<file path="src/rtl/shifter_right_seq.sv">
// shifter_right_seq: 32-bit SRL/SRA right shifter, one log barrel stage per clock
module shifter_right_seq #(
  parameter logic [5:0] SRL = 6'b000010,
  parameter logic [5:0] SRA = 6'b000011
) (
  input  logic        clk,
  input  logic        reset_n,
  input  logic        start,
  input  logic [5:0]  funct,
  input  logic [31:0] dataA,
  input  logic [31:0] dataB,
  output logic        busy,
  output logic        done,
  output logic [31:0] dataOut
);
  typedef enum logic [1:0] {IDLE, SHIFT, DONE} state_t;
  state_t state;
  logic [31:0] work;
  logic [4:0]  amt;
  logic        arith;
  logic [2:0]  stage;
  logic        accept;
  logic [32:0] ext;
  logic [32:0] sh;
  logic [31:0] shifted;
  always_comb begin
    accept  = (state != SHIFT) && start && (funct == SRL || funct == SRA);
    ext     = {arith & work[31], work};
    sh      = 33'($signed(ext) >>> (5'd1 << stage));
    shifted = amt[stage] ? sh[31:0] : work;
  end
  always_ff @(posedge clk) begin
    if (!reset_n) begin
      state   <= IDLE;
      busy    <= 1'b0;
      done    <= 1'b0;
      dataOut <= '0;
      work    <= '0;
      amt     <= '0;
      arith   <= 1'b0;
      stage   <= '0;
    end else if (accept) begin
      work  <= dataA;
      amt   <= dataB[4:0];
      arith <= funct == SRA;
      stage <= '0;
      state <= SHIFT;
      busy  <= 1'b1;
      done  <= 1'b0;
    end else if (state == SHIFT) begin
      work  <= shifted;
      stage <= stage + 3'd1;
      if (stage == 3'd4) begin
        dataOut <= shifted;
        state   <= DONE;
        busy    <= 1'b0;
        done    <= 1'b1;
      end
    end else begin
      state <= IDLE;
      done  <= 1'b0;
    end
  end
endmodule

</file>
<file path="config.mk">
export PLATFORM = sky130hd
export DESIGN_NAME = shifter_right_seq
export DESIGN_NICKNAME = d
export VERILOG_FILES = /design/src/rtl/shifter_right_seq.sv
export SDC_FILE = /design/constraint.sdc
export NUM_CORES = 1
export LEC_CHECK = 0
export CAP_MARGIN = 20
export CORE_UTILIZATION = 41
export CTS_CLUSTER_SIZE = 40
export DETAILED_ROUTE_END_ITERATION = 8
export PLACE_DENSITY = 0.75
export SYNTH_ARGS = -nofsm -noshare
export SYNTH_HDL_FRONTEND = slang
export SYNTH_SLANG_ARGS = --single-unit
</file>
<file path="constraint.sdc">
create_clock -name clk -period 4.5 [get_ports clk]
set_clock_uncertainty 0.1 [all_clocks]
set_input_delay 0.9 -clock clk [delete_from_list [all_inputs] [get_ports clk]]
set_output_delay 0.9 -clock clk [all_outputs]
set_load 0.01 [all_outputs]
</file>
Word level (Yosys, flattened, before mapping). Index checks and enable logic that the tools add are counted. W data, S select, Z words.

$add $sub $neg: 1. Multipliers: 0. Div/mod/pow operators: 0. Magnitude comparators: 1. Equal/unequal tests: 6. Shift operators: 2. Multiplexer cells: 11. Bitwise operators: 4. Reductions and logical operators: 9.

Operators by type and width (count): $mux W32 (3); $sshr A33 B5 Y32 (1); $eq A6 B2 Y1 const B (2); $mux W1 (7); $shl A1 B3 Y5 const A (1); $lt A3 B4 Y1 const B (1); $reduce_bool A2 Y1 (2); $add A3 B1 Y3 const B (1); $bmux W1 S3 (1); $eq A3 B3 Y1 const B (1); $ne A3 B2 Y1 const B (1); $not A1 Y1 (3); $reduce_and A3 Y1 (1); $reduce_or A3 Y1 (1); $eq A2 B1 Y1 const B (1); $logic_and A1 B1 Y1 (2); $ne A2 B1 Y1 const B (1); $reduce_and A2 Y1 (1); $reduce_or A2 Y1 (1); $and A1 B1 Y1 (1); $logic_or A1 B1 Y1 (1).

Register bits after elaboration: 76. Latch bits: 0. Bits in writable memories: 0. Memory bits (read-only): 0. Input port bits: 73. Word-level logic and storage cells: 42. Memories: 0.

Longest topological paths before layout.
Depth in word-level cells: 5. Mapped depth: 12. Depth with buffers taken out: 9.

Least setup slack after synthesis. Ideal clock, no wire load.

Path type: flip-flop to flip-flop. Start: register stage[2]. End: register work[30]. Library setup time: 0.132 ns. Arrival: 2.268 ns. Data required time: 4.268 ns. Slack: 1.999 ns. Stages on the path, launching flop included: 13. Path buffers: 4. Path through: dfxtp_1 > buf_2 > buf_2 > inv_1 > ha_1 > clkbuf_1 > inv_1 > clkbuf_1 > nand2_1 > nand3_1 > o21ai_0 > a211oi_1 > o22ai_1.

Cells in the longest elaborated chain, start to end: 5.

RTL lines: start: declaration (RTL line 21) `logic [2:0] stage;`; start signal: assignment (RTL line 52) `stage <= stage + 3'd1;`; $shl A1 B3 Y5 / $bmux W1 S3 (equally long branches) (RTL line 29, 30); $sshr A33 B5 Y32 / $mux W1 (equally long branches) (RTL line 29, 30); $mux W32 (*) (RTL line 30) `shifted = amt[stage] ? sh[31:0] : work;`; $mux W32 (*) (RTL line 50) `end else if (state == SHIFT) begin`; $mux W32 (*) (RTL line 42) `end else if (accept) begin`; end signal: assignment (RTL line 43) `work <= dataA;`; end signal: assignment (RTL line 51) `work <= shifted;`; end: declaration (RTL line 18) `logic [31:0] work;`.

Mark *: on every way between the ends. The rest lies on a longest branch, timed or not. The select of a mux whose other input is x is not followed. A chain may end at the register's enable or synchronous reset.

Final worst setup path.
Start: register stage[0]. End: register work[16].

Same word-level chain as after synthesis.

==> key figures <==
Critical path
  – Launching instance or port of the critical path: stage[0]
  – Setup Crit Path Kind: flop to flop
  – CP Launch Type: flop
  – Worst Path Max Fanout: 27
  – CP required: 4.67 ns
  – Arrival @ worst endpoint: approximately 3.6 ns
  – Crit path capture type: flop
  – Reg2Reg Launch Point: stage[0]

Global route
  – Wire length of the first global-routing pass: between 30000 and 40000 um
  – Grt ovf: 0
  – Overall global routing resource usage: 31.5%
  – Pin count of the biggest net entering global routing: 44
  – Via count of the first global-routing pass: 5987
  – Antenna violations before repair: 0

Yosys
  – Combined area of all synthesized cells: 5890 um2
  – Most frequently used flop master after synthesis: sky130_fd_sc_hd__dfxtp_1
  – Number of library cell types mapped by synthesis: 87
  – Post-synth EDFFs: 0
  – Part of the Yosys area used for sequential elements: 25.8%
  – Number of flip-flops and latches in the synthesized netlist: 76
  – Ys Warns: 0
  – Net count after synthesis: 828
  – Mean instance size in the synthesized netlist: 7.85 um2
  – Share of async-settable or async-resettable flops after synthesis: 0%
  – Number of standard cells after synthesis: 750

Placement
  – Count of port buffers added during placement: 79
  – Post-detailed-placement half-perimeter wirelength: approximately 16000 um
  – Placer Congestion: 1.02

Run
  – Max-cap check violation count: 0

Drt
  – DRC violations left: 0
  – Post-detailed-route count of antenna-violating nets: 0
  – Vias per inst: 6.75
  – Average detailed-routed wire length per instance: 23.6 um
  – DRC violation total after the first TritonRoute iteration: approximately 1000
  – Length of the first detailed-routing pass in iterations: 5
  – Total via count after detailed routing: 6545
  – Routed WL: 22900 um

Floorplanning
  – # rows: 43
  – Overall die height: 122 um
  – Die width: approximately 120 um
  – CORE AREA: 13900 um2
  – Initial cell density of the core: 42.3%
  – Die Outline Area: 14800 um2
  – I/O pin cnt: 107

STA
  – Pins over their slew limit: 0
  – Setup TNS after final layout: 0 ns
  – Post-route minimum period: 3.38 ns
  – Fmax: 296 MHz
  – Tcrit/Tclk final: between 70% and 80%
  – Worst hold margin: approximately 0.35 ns
  – Hold Fails Final Rpt: 0
  – Relative slew margins: 44.7%
  – Number of endpoints failing setup at the final stage: 0
  – Worst Tran Pin Value: 0.829 ns
  – Unrepaired setup endpoints after global routing: false

Clock tree
  – Num CTS Buffers: 9
  – Cts-stage hold buffer count: 0
  – Maximum count of clock buffers along a single path: 2
  – Post-CTS setup buffers: 0
  – Number of gates resized after cts: 0
  – H-tree depth: 3
  – CTS Root Buffer Type: sky130_fd_sc_hd__clkbuf_16
  – Clk sinks: 76
  – Clock transition at the registers of the reported paths: ~0.06 ns
  – Source-to-sink clock delay at the later pin of the worst-skew pair: 0.34 ns
  – CTS tree: yes

Finish
  – Diodes inserted: 0
  – Area Growth Syn to Fin: 19.8%
  – Final #Nets: 864
  – Number of filler cells placed in the layout: 1338
  – Layout cells sized above 1: about a tenth

Outcome
  – Status: complete, no violations

Power
  – P_leak: 2.48 nW
  – Power per cell area: 236 nW/um2
  – Maximum ir drop on the vdd rail: 0.000208 V

Min path
  – Startpoint of the lowest-slack hold path: amt[0]
  – Worst min-delay path category: flop to flop
## layout by cell type (no fill, tap or decap), drive strengths merged, types with 11 or more instances in the layout
| cell | netlist | final |
|---|---|---|
| o22ai | 15 | 15 |
| buf | 36 | 27 |
| o211ai | 15 | 15 |
| clkdlybuf4s50 | 0 | 79 |
| nand2 | 93 | 93 |
| nand3 | 22 | 22 |
| dfxtp | 76 | 76 |
| o221ai | 15 | 15 |
| a31oi | 17 | 17 |
| a211oi | 25 | 25 |
| a22oi | 11 | 11 |
| mux2i | 44 | 44 |
| o21ai | 66 | 66 |
| a21oi | 49 | 49 |
| nor2 | 55 | 55 |
| nor3 | 15 | 15 |
## sequential cells by signal, indices dropped and copies added (netlist names)
signal   count
dataOut     32
work        32
amt          5
stage        3
state        2
arith        1
busy         1
## worst max-delay path, stage by stage (launching register included)
cell                       delay, ns
sky130_fd_sc_hd__dfxtp_1        0.52
sky130_fd_sc_hd__ha_1           0.58
sky130_fd_sc_hd__buf_4          0.40
sky130_fd_sc_hd__inv_1          0.19
sky130_fd_sc_hd__a221o_1        0.34
sky130_fd_sc_hd__a211oi_1       0.56
sky130_fd_sc_hd__and2_1         0.27
sky130_fd_sc_hd__o21ai_1        0.15
sky130_fd_sc_hd__a31oi_1        0.18
## through the flow
stage                     setup WS, ns  power [W]  instances  utilization (%)  cell area [um2]
after CTS                         1.25    0.00166        970             50.6             7050
final                             1.12    0.00166        970             50.6             7050
after global routing              1.04    0.00170        970             50.6             7050
after detailed placement          1.26   0.000836        955             48.2             6720
after floorplan                   2.00   0.000767        750                -             5890
after global placement            1.29   0.000836        955             48.2             6720
## power breakdown
part | internal (W) | switching (W)
clock network | 0.000539 | 0.000299
logic | 0.0000679 | 0.0000693
registers | 0.000677 | 0.0000120
total | 0.00128 | 0.000380
## Yosys cell counts (all sizes together) (9+ instances only)
cell    count  area share [%]
buf        36             3.9
a21oi      49             4.2
a22oi      11             1.4
nor3       15             1.4
a31oi      17             1.8
o21ai      66             5.8
inv         9            0.57
o211ai     15             1.9
a211oi     25             3.3
o22ai      15             1.8
clkbuf     45             2.9
mux2i      44             7.5
dfxtp      76              26
o221ai     15             2.4
nand2      93             5.9
nand3      22             1.9
mux4        9             3.4
nor2       55             3.5
## cell families (layout without fill, tap and decap cells)
kind of cell             after synthesis  after routing  synth area share (%)
AO/OA/AOI/OAI                        283            283                  33.9
AND/OR/NAND/NOR                      235            235                  19.3
buffers and inverters                 90            130                  7.35
flip-flops                            76             76                  25.8
multiplexers                          61             61                  12.5
adder cells (fa/ha/maj)                5              5                  1.06
## per-layer routing
metal / global-route usage (%) / wire, um / vias up
met5: 0 / 0 / -
met3: 7.26 / 2510 / 66
met4: 12.7 / 933 / 0
li1: - / - / 2918
met1: 42.9 / 9300 / 3105
met2: 47.6 / 10200 / 456
## area by class of cell
class	count	area (um2)	share of cell area [%]
tap	180	225	3.19
sequential	76	1520	21.6
clock buffer	9	225	3.19
timing repair buffer	106	993	14.1
inverter	9	33.8	0.479
clock inverter	6	114	1.61
multi-input combinational	584	3940	55.9
## worst paths after layout
path,endpoint,slack [ns],cells past startpoint
setup reg to reg,work[16],1.12,8
hold reg to reg,amt[0],0.35,2
setup / recovery,work[16],1.12,8
hold / removal,amt[0],0.35,2
Note: power is estimated with default switching activity, not from simulation.
